==> src/rtl/motor_pkg.sv <==
// Shared definitions for the motor drive path.
//  - H-bridge IN pin encodings (fwd / rev / off)
//  - per-channel ramp state enum
//  - navigation mode codes shared with the nav FSM
package motor_pkg;

  localparam logic [1:0] IN_FWD = 2'b10;
  localparam logic [1:0] IN_REV = 2'b01;
  localparam logic [1:0] IN_OFF = 2'b00;

  typedef enum logic [1:0] {
    RUN   = 2'd0,
    DECEL = 2'd1,
    DEAD  = 2'd2
  } chan_state_e;

  typedef enum logic [1:0] {
    MODE_STOP  = 2'd0,
    MODE_FWD   = 2'd1,
    MODE_REV   = 2'd2,
    MODE_TURN  = 2'd3
  } nav_mode_e;

  // Bridge encoding for an energised channel; dir=1 is forward.
  function automatic logic [1:0] in_enc(input logic dir);
    return dir ? IN_FWD : IN_REV;
  endfunction

endpackage

==> src/rtl/motor_ramp_chan.sv <==
// One motor channel: slew-limited duty ramp plus safe direction reversal
// (decelerate to 0, hold the bridge off for DEAD_TICKS ticks, re-energise).
// Ports:
//  clk, rst     clock, async active-high reset
//  en           drive enable; 0 forces duty to 0 on the next edge
//  tick         1-cycle ramp tick from the shared prescaler
//  target_duty  requested duty (clamped to MAX_DUTY internally)
//  target_dir   requested direction, 1 = forward
//  duty         registered ramped duty
//  in_pair      registered H-bridge IN pins
//  settled      registered: RUN, duty at target, direction at target, enabled
module motor_ramp_chan
  import motor_pkg::*;
#(
  parameter int DUTY_W     = 10,
  parameter int MAX_DUTY   = 1023,
  parameter int STEP       = 10,
  parameter int DEAD_TICKS = 20
) (
  input  logic              clk,
  input  logic              rst,
  input  logic              en,
  input  logic              tick,
  input  logic [DUTY_W-1:0] target_duty,
  input  logic              target_dir,
  output logic [DUTY_W-1:0] duty,
  output logic [1:0]        in_pair,
  output logic              settled
);

  localparam int CW = $clog2(DEAD_TICKS + 1);
  localparam logic [DUTY_W-1:0] MAX_D  = DUTY_W'(MAX_DUTY);
  localparam logic [DUTY_W:0]   STEP_X = (DUTY_W + 1)'(STEP);

  chan_state_e       state, state_nxt;
  logic              cur_dir, cur_dir_nxt;
  logic [DUTY_W-1:0] duty_nxt;
  logic [CW-1:0]     dcnt, dcnt_nxt;
  logic [DUTY_W-1:0] tgt;

  assign tgt = (target_duty > MAX_D) ? MAX_D : target_duty;

  // One ramp step from cur toward dst. The extra bit keeps the difference
  // and the +/- STEP intermediate from wrapping at either end of the range.
  function automatic logic [DUTY_W-1:0] ramp_to(input logic [DUTY_W-1:0] cur,
                                                input logic [DUTY_W-1:0] dst);
    logic [DUTY_W:0] a, b, diff, res;
    a    = {1'b0, cur};
    b    = {1'b0, dst};
    diff = (a >= b) ? (a - b) : (b - a);
    if (diff <= STEP_X) res = b;
    else if (a > b)     res = a - STEP_X;
    else                res = a + STEP_X;
    return res[DUTY_W-1:0];
  endfunction

  always_comb begin
    // NOTE: every next-state variable gets its hold value first, so no path
    // through the case statements leaves one unassigned and infers a latch.
    state_nxt   = state;
    cur_dir_nxt = cur_dir;
    duty_nxt    = duty;
    dcnt_nxt    = dcnt;

    // A disabled channel only advances a dead time already in progress.
    if (tick && (en || state == DEAD)) begin
      unique case (state)
        RUN: begin
          if (target_dir == cur_dir) begin
            duty_nxt = ramp_to(duty, tgt);
          end else if (duty == '0) begin
            state_nxt = DEAD;
            dcnt_nxt  = CW'(DEAD_TICKS);
          end else begin
            state_nxt = DECEL;
          end
        end
        DECEL: begin
          if (target_dir == cur_dir) begin
            state_nxt = RUN;
          end else begin
            duty_nxt = ramp_to(duty, '0);
            if (duty_nxt == '0) begin
              state_nxt = DEAD;
              dcnt_nxt  = CW'(DEAD_TICKS);
            end
          end
        end
        DEAD: begin
          dcnt_nxt = dcnt - 1'b1;
          if (dcnt == CW'(1)) begin
            state_nxt   = RUN;
            cur_dir_nxt = target_dir;
          end
        end
        default: state_nxt = RUN;
      endcase
    end

    if (!en) begin
      duty_nxt = '0;
      if (state != DEAD) state_nxt = RUN;
    end
  end

  always_ff @(posedge clk or posedge rst) begin
    if (rst) begin
      state   <= RUN;
      cur_dir <= 1'b1;
      duty    <= '0;
      dcnt    <= '0;
      in_pair <= IN_FWD;
      settled <= 1'b0;
    end else begin
      // NOTE: state registers use non-blocking assignment so every flop
      // samples pre-edge values regardless of statement order.
      state   <= state_nxt;
      cur_dir <= cur_dir_nxt;
      duty    <= duty_nxt;
      dcnt    <= dcnt_nxt;
      in_pair <= (state_nxt == DEAD) ? IN_OFF : in_enc(cur_dir_nxt);
      settled <= en && (state_nxt == RUN) && (duty_nxt == tgt) &&
                 (cur_dir_nxt == target_dir);
    end
  end

endmodule

==> src/rtl/motor_ramp_ctrl.sv <==
// N-channel DC motor drive controller. A shared prescaler produces the ramp
// tick; each channel ramps its duty toward the target and reverses direction
// through decel -> dead time -> re-energise.
// Ports:
//  clk, rst     clock, async active-high reset
//  en           drive enable; 0 = immediate stop
//  target_duty  per-channel requested duty, ch i at [i*DUTY_W +: DUTY_W]
//  target_dir   per-channel requested direction, 1 = forward
//  duty_out     per-channel ramped duty to the PWM generators
//  in_pair      per-channel H-bridge IN pins, ch i at [2*i +: 2]
//  settled      per-channel "at target" flag
module motor_ramp_ctrl
  import motor_pkg::*;
#(
  parameter int NCH        = 2,
  parameter int DUTY_W     = 10,
  parameter int MAX_DUTY   = 1023,
  parameter int STEP       = 10,
  parameter int TICK_DIV   = 100000,
  parameter int DEAD_TICKS = 20
) (
  input  logic                  clk,
  input  logic                  rst,
  input  logic                  en,
  input  logic [NCH*DUTY_W-1:0] target_duty,
  input  logic [NCH-1:0]        target_dir,
  output logic [NCH*DUTY_W-1:0] duty_out,
  output logic [2*NCH-1:0]      in_pair,
  output logic [NCH-1:0]        settled
);

  localparam int PW = $clog2(TICK_DIV);
  localparam logic [PW-1:0] PRE_LAST = PW'(TICK_DIV - 1);

  logic [PW-1:0] pre;
  logic          tick;

  // Free-running, including while disabled, so tick phase never depends on en.
  always_ff @(posedge clk or posedge rst) begin
    if (rst)              pre <= '0;
    else if (pre == PRE_LAST) pre <= '0;
    else                  pre <= pre + 1'b1;
  end

  assign tick = (pre == PRE_LAST);

  for (genvar i = 0; i < NCH; i++) begin : g_chan
    motor_ramp_chan #(
      .DUTY_W     (DUTY_W),
      .MAX_DUTY   (MAX_DUTY),
      .STEP       (STEP),
      .DEAD_TICKS (DEAD_TICKS)
    ) u_chan (
      .clk         (clk),
      .rst         (rst),
      .en          (en),
      .tick        (tick),
      .target_duty (target_duty[i*DUTY_W +: DUTY_W]),
      .target_dir  (target_dir[i]),
      .duty        (duty_out[i*DUTY_W +: DUTY_W]),
      .in_pair     (in_pair[2*i +: 2]),
      .settled     (settled[i])
    );
  end

endmodule

==> config.mk <==
export PLATFORM = sky130hd
export DESIGN_NAME = motor_ramp_ctrl
export DESIGN_NICKNAME = d
export VERILOG_FILES = /design/src/rtl/motor_pkg.sv /design/src/rtl/motor_ramp_chan.sv /design/src/rtl/motor_ramp_ctrl.sv
export SDC_FILE = /design/constraint.sdc
export NUM_CORES = 1
export LEC_CHECK = 0
export CAP_MARGIN = 20
export CORE_UTILIZATION = 25
export CTS_BUF_LIST = sky130_fd_sc_hd__clkbuf_8
export CTS_CLUSTER_SIZE = 25
export DETAILED_ROUTE_END_ITERATION = 10
export PLACE_DENSITY_LB_ADDON = 0.12
export SLEW_MARGIN = 15
export SYNTH_ARGS = -nofsm -noshare
export SYNTH_HDL_FRONTEND = slang
export SYNTH_SLANG_ARGS = --single-unit
==> constraint.sdc <==
create_clock -name clk -period 5.7 [get_ports clk]
set_clock_uncertainty 0.15 [all_clocks]
set_input_delay 1.14 -clock clk [delete_from_list [all_inputs] [get_ports clk]]
set_output_delay 1.14 -clock clk [all_outputs]
set_load 0.01 [all_outputs]
### Word-level counts from Yosys, hierarchy flattened

Index checks and enable logic that the tools add are counted.

* reductions and logical operators: 22
* muxes and demuxes: 67
* magnitude comparators: 12
* $add $sub $neg: 11
* equal/unequal tests: 25

Operators with widths (number)
* $mux W10: 24
* $sub A10 B10 Y11: 4
* $logic_not A10 Y1: 4
* $mux W2: 20
* $mux W5: 8
* $pmux W10 S2: 2
* $pmux W5 S3: 2
* $le A11 B4 Y1 const B: 2
* $mux W11: 2
* $add A10 B4 Y10 const B: 2
* $eq A10 B10 Y1: 2
* $ge A10 B10 Y1: 2
* $gt A10 B1 Y1 const B: 2
* $gt A10 B10 Y1: 2
* $gt A10 B10 Y1 const B: 2
* $le A10 B4 Y1 const B: 2
* $sub A10 B4 Y10 const B: 2
* $add A17 B1 Y17 const B: 1
* $eq A17 B17 Y1 const B: 1
* $mux W17: 1
* $ne A2 B2 Y1 const B: 6
* $pmux W2 S3: 2
* $reduce_and A6 Y1: 2
* $eq A5 B1 Y1 const B: 2
* other kinds (10): 38

* output and inout bits: 26
* input bits: 25
* register bits after elaboration: 59
* word-level logic and storage cells: 150

### Logic depth before layout (Yosys ltp)

* depth after elaboration: 17
* depth in mapped cells: 15
* mapped depth without buffers: 14

### Modules after synthesis

Synthesis repeated with hierarchy kept, for this count alone.

* cells, all modules: 1113
* area total of the unflattened synthesis: 8232.9 µm²

By module, submodules not included
* motor_ramp_chan: instances 2, area each 3703.6 µm², cells each 519, seq. area each 528.0 µm²
* motor_ramp_ctrl: instances 1, area each 825.8 µm², cells each 75, seq. area each 425.4 µm²

### Worst setup path after synthesis

Ideal clock, no wire load.

* path kind: input to register
* from: in target_duty[5]
* to: reg g_chan[0].u_chan.settled
* cell stages on the path: 13
* path buffers: 2
* required time: 5.424 ns
* data arrival time: 3.871 ns
* setup slack: 1.553 ns
* setup time: 0.126 ns
* path through: clkbuf_1 ha_1 buf_2 nand4_1 or3_1 and2_1 and3_1 or3_1 o311ai_1 nand4_1 o31ai_1 o21ai_0 o311a_1

* longest elaborated chain between the ends: 13
* elaborated cells between the ends (all ways): 17
* those cells by class: add/sub: 2; order compare: 4; eq/ne: 1; mux: 8; reduce/logical: 2

Ends and longest elaborated chain
* from (decl): RTL line motor_ramp_ctrl.sv:25 `input logic [NCH*DUTY_W-1:0] target_duty,`
* $gt A10 B10 Y1: RTL line motor_ramp_chan.sv:41 `assign tgt = (target_duty > MAX_D) ? MAX_D : target_duty;`
* $mux W10 (*): RTL line motor_ramp_chan.sv:41
* $sub A10 B10 Y11 or $ge A10 B10 Y1 (tied branches): RTL line motor_ramp_chan.sv:50 `diff = (a >= b) ? (a - b) : (b - a);`
* $mux W11: RTL line motor_ramp_chan.sv:50
* $le A11 B4 Y1: RTL line motor_ramp_chan.sv:51 `if (diff <= STEP_X) res = b;`
* $mux W10: RTL line motor_ramp_chan.sv:51
* $mux W10: RTL line motor_ramp_chan.sv:69 `if (target_dir == cur_dir) begin`
* $pmux W10 S2: RTL line motor_ramp_chan.sv:67 `unique case (state)`
* $mux W10: RTL line motor_ramp_chan.sv:66 `if (tick && (en || state == DEAD)) begin`
* $mux W10: RTL line motor_ramp_chan.sv:100 `if (!en) begin`
* $eq A10 B10 Y1 (*): RTL line motor_ramp_chan.sv:122 `settled <= en && (state_nxt == RUN) && (duty_nxt == tgt) &&`
* $logic_and A1 B1 Y1 (*) (2 in series): RTL line motor_ramp_chan.sv:122
* to (signal assigned): RTL line motor_ramp_chan.sv:122
* to (decl): RTL line motor_ramp_chan.sv:28 `output logic settled`

Mark *: on every way between the ends. The rest lies on a longest branch, timed or not.
A chain may end at the register's enable or synchronous reset.

### Worst setup path after layout

* from: in target_duty[6]
* to: reg g_chan[0].u_chan.duty[3]

* longest elaborated chain between the ends: 10
* elaborated cells between the ends (all ways): 14
* those cells by class: add/sub: 2; order compare: 4; mux: 8

Ends and longest elaborated chain
* $gt A10 B10 Y1: RTL line motor_ramp_chan.sv:41
* $mux W10 (*): RTL line motor_ramp_chan.sv:41
* $sub A10 B10 Y11 or $ge A10 B10 Y1 (tied branches): RTL line motor_ramp_chan.sv:50
* $mux W11: RTL line motor_ramp_chan.sv:50
* $le A11 B4 Y1: RTL line motor_ramp_chan.sv:51
* $mux W10 (*): RTL line motor_ramp_chan.sv:51
* $mux W10 (*): RTL line motor_ramp_chan.sv:69
* $pmux W10 S2 (*): RTL line motor_ramp_chan.sv:67
* $mux W10 (*): RTL line motor_ramp_chan.sv:66
* $mux W10 (*): RTL line motor_ramp_chan.sv:100
* named net g_chan[0].u_chan.duty_nxt[3]: RTL line motor_ramp_chan.sv:37 `logic [DUTY_W-1:0] duty_nxt;`
* to (signal assigned): RTL line motor_ramp_chan.sv:119 `duty <= duty_nxt;`
* to (decl): RTL line motor_ramp_chan.sv:26 `output logic [DUTY_W-1:0] duty,`

The timed path passes the listed nets; every way through them passes the cells marked *.

==> impl_results.md <==
* Status: finished, final reports clean
* Area of the core at 29870 um^2
* # diodes at 0
* Hold-fix buffers at CTS at 0
* Cts bufs inserted at 9
* PostCTS Resize Cnt at 0
* Clock tree buffer depth at 2
* Crit path arrival time at 4.90 ns
* Worst Path Max Fanout at 9
* Synth top area cells: dfrtp_1, ha_1, a21oi_1
* Number of max-cap violations at 0
* Worst-Margin Slew at 0.9912 ns
* Synthesis warning total at 0
* Vias in the first global route at 7985
* Total grt overflow at 0
* Clock sink count at 59
* GP Congestion at 0.9826
* Final worst-path cycle share at 84.44%
* Setup TNS at 0 ns
* Final Hold Fails at 0
* Mapped Area at 7669 um^2
* CTS tree: yes
* Die Span Y at 177.1 um
* Residual DRC count at 0
* Synthesized net count at 1123
* Share of cells above drive strength 1 at 7.324%
* RSZ-0062 raised after global routing: false
* Routed WL at 30.03 mm
* Ys async rst share at 100.0%
* Clock H-tree levels at 3
* Worst Hold Endpoint: pre[4]
* Num rows at 63
* CP max stage delay at 0.62 ns
* Gr usage total at 19.40%
* Initial drt markers at 712
* Reg clk slew, reported paths at 0.09 ns
* Die area at 31380 um^2
* Initial antenna violation count at 0
* WP data required at 5.78 ns
* Most instantiated cells after synthesis: nand2_1, a21oi_1, nor2_1, o21ai_0, inv_1
* Initial Util at 25.67%
* Wire per inst at 20.64 um
* Post-synth top area cell: dfrtp_1
* IO buf count at 50
* Filler instances at 3236
* Antenna viol nets, final at 0
* IO Pins at 51
* Mean post-synth cell area at 7.352 um^2
* FF+latch count, synth at 59
* DP Cell Count at 1439
* DR vias at 8159
* Post-DP HPWL at 23.09 mm
* R2R Setup Slk at 1.08 ns
* Pin count of the biggest net entering global routing at 41
* Post-CTS setup buffer count at 0
* Post-synthesis sequential area ratio at 19.32%
* Global-route wire length before repair at 47.19 mm
* Tmin final at 4.813 ns
* R2R cell count at 13
* Final net count at 1140
* Number of flops mapped to enable cells by yosys at 0
* Die X at 177.1 um
* Via density at 5.608
* Crit end category: register
* Clk_lat worst skew at 0.36 ns
* Post-Layout Cell Count at 1455
* P_leak at 3.531 nW
* Worst hold slack at 0.3429 ns
* Slowest CP cell: clkdlybuf4s50_1
* Share of the synthesized area in the top cell type at 17.95%
* Top FF cell, synth: dfrtp_1
* Reg2reg end: g_chan[0].u_chan.duty[3]
* Synth-to-Final Area Change at 13.71%
* Drt pass-1 iters at 6
* Hold WC Path Type: reg2reg
* CP startpoint kind: input pin
* Max Clock Freq at 207.8 MHz
* Library cells used by synthesis at 90
* Count of pins over their slew limit at 0
* CTS Root Cell: clkbuf_8
* Crit path cell chain: clkdlybuf4s50_1, ha_1, nand4_1, or3_1, and2_1, and3_1, or3_1, o311ai_1, nand4_1, buf_4, mux2_2, a211oi_1, nor2_1
* Peak supply drop at 84.24 uV
* Setup Viol. Count Final at 0
* Most frequent cell after synthesis: nand2_1
* Slew HR at 33.37%
* Gate Count Post-Synth at 1043
* Tot Pwr at 0.9785 mW
* Worst R2R Start: g_chan[0].u_chan.duty[4]
* Pwr Density at 112.2 nW/um^2
* Setup CP Type: in2reg
* Min-delay src: pre[4]
* Worst Hold Depth at 1
[worst max path at each step]
stage,to,start
after floorplan,g_chan[0].u_chan.settled,target_duty[5]
after global placement,g_chan[0].u_chan.settled,target_duty[6]
after detailed placement,g_chan[0].u_chan.settled,target_duty[6]
after CTS,g_chan[0].u_chan.settled,target_duty[6]
after global routing,g_chan[0].u_chan.settled,target_duty[6]
final,g_chan[0].u_chan.duty[3],target_duty[6]
[stage by stage]
stage | setup WS [ns] | area [um^2] | util (%)
2_1_floorplan | 1.553 | 7669 | -
3_3_place_gp | 0.5628 | 8539 | 28.58
3_5_place_dp | 0.5645 | 8539 | 28.58
4_1_cts | 0.9332 | 8720 | 29.19
5_1_grt | 0.6264 | 8720 | 29.19
6_report | 0.8869 | 8720 | 29.19
[registers in the layout (all words and copies together), names as in the netlist]
name                   cells
g_chan.u_chan.duty        20
g_chan.u_chan.dcnt        10
g_chan.u_chan.state        4
g_chan.u_chan.in_pair      4
g_chan.u_chan.cur_dir      2
g_chan.u_chan.settled      2
pre                       17
[cell families after synthesis]
kind of cell | after synthesis | synth area share [%]
buffers and inverters | 133 | 7.195
adders and majority gates | 55 | 9.365
muxes | 29 | 3.900
xor gates and xnor gates | 53 | 6.053
and+or+nand+nor | 401 | 27.61
DFF | 59 | 19.32
AOI/OAI and AO/OA | 313 | 26.56
[critical path, delay by kind of cell]
family	cells	cell delay, ns
simple gates	7	1.64
fa+ha+maj	1	0.55
compound gates	2	0.46
buf+inv	2	0.83
mux	1	0.27
[cell usage in the layout, fill, tap and decap left out, types with 11 or more instances in the layout]
| cell type | instances |
|---|---|
| nor2_1 | 82 |
| inv_1 | 61 |
| buf_4 | 25 |
| a31oi_1 | 13 |
| dfrtp_1 | 55 |
| o211ai_1 | 15 |
| o21a_1 | 11 |
| clkdlybuf4s50_1 | 50 |
| nand2b_1 | 24 |
| nor3_1 | 37 |
| or4_1 | 11 |
| nand2_1 | 85 |
| mux2i_1 | 22 |
| xnor2_1 | 32 |
| nand4_1 | 20 |
| nor2b_1 | 19 |
| and3_1 | 15 |
| o21ai_0 | 73 |
| a211oi_1 | 12 |
| or3_1 | 13 |
| nand3_1 | 41 |
| a21oi_1 | 82 |
| xor2_1 | 21 |
| ha_1 | 51 |
| and2_1 | 12 |
[final cells by class]
class / instances / area, um^2 / share of cell area (%)
repair buffers: 75 / 688.2 / 7.892
clock buffers: 9 / 123.9 / 1.421
multi-input cells: 851 / 5642 / 64.70
clock inverters: 7 / 56.30 / 0.6457
inverters: 64 / 240.2 / 2.755
well taps: 390 / 488.0 / 5.596
flip-flops and latches: 59 / 1481 / 16.99
[metal layers]
| layer | vias up | share of wire [%] | track usage, % |
|---|---|---|---|
| li1 | 3833 | - | - |
| met1 | 3976 | 48 | 27.27 |
| met2 | 287 | 45 | 30.13 |
| met3 | 63 | 5.0 | 2.899 |
| met4 | 0 | 2.4 | 6.142 |
| met5 | - | 0 | 0 |
[power breakdown]
part           switching (mW)  internal [mW]  total [mW]
clock                   0.208          0.164       0.372
combinational           0.118         0.0677       0.186
sequential           0.000940          0.420       0.421
total                   0.327          0.652       0.979
Power figures use the tool's default switching activity.
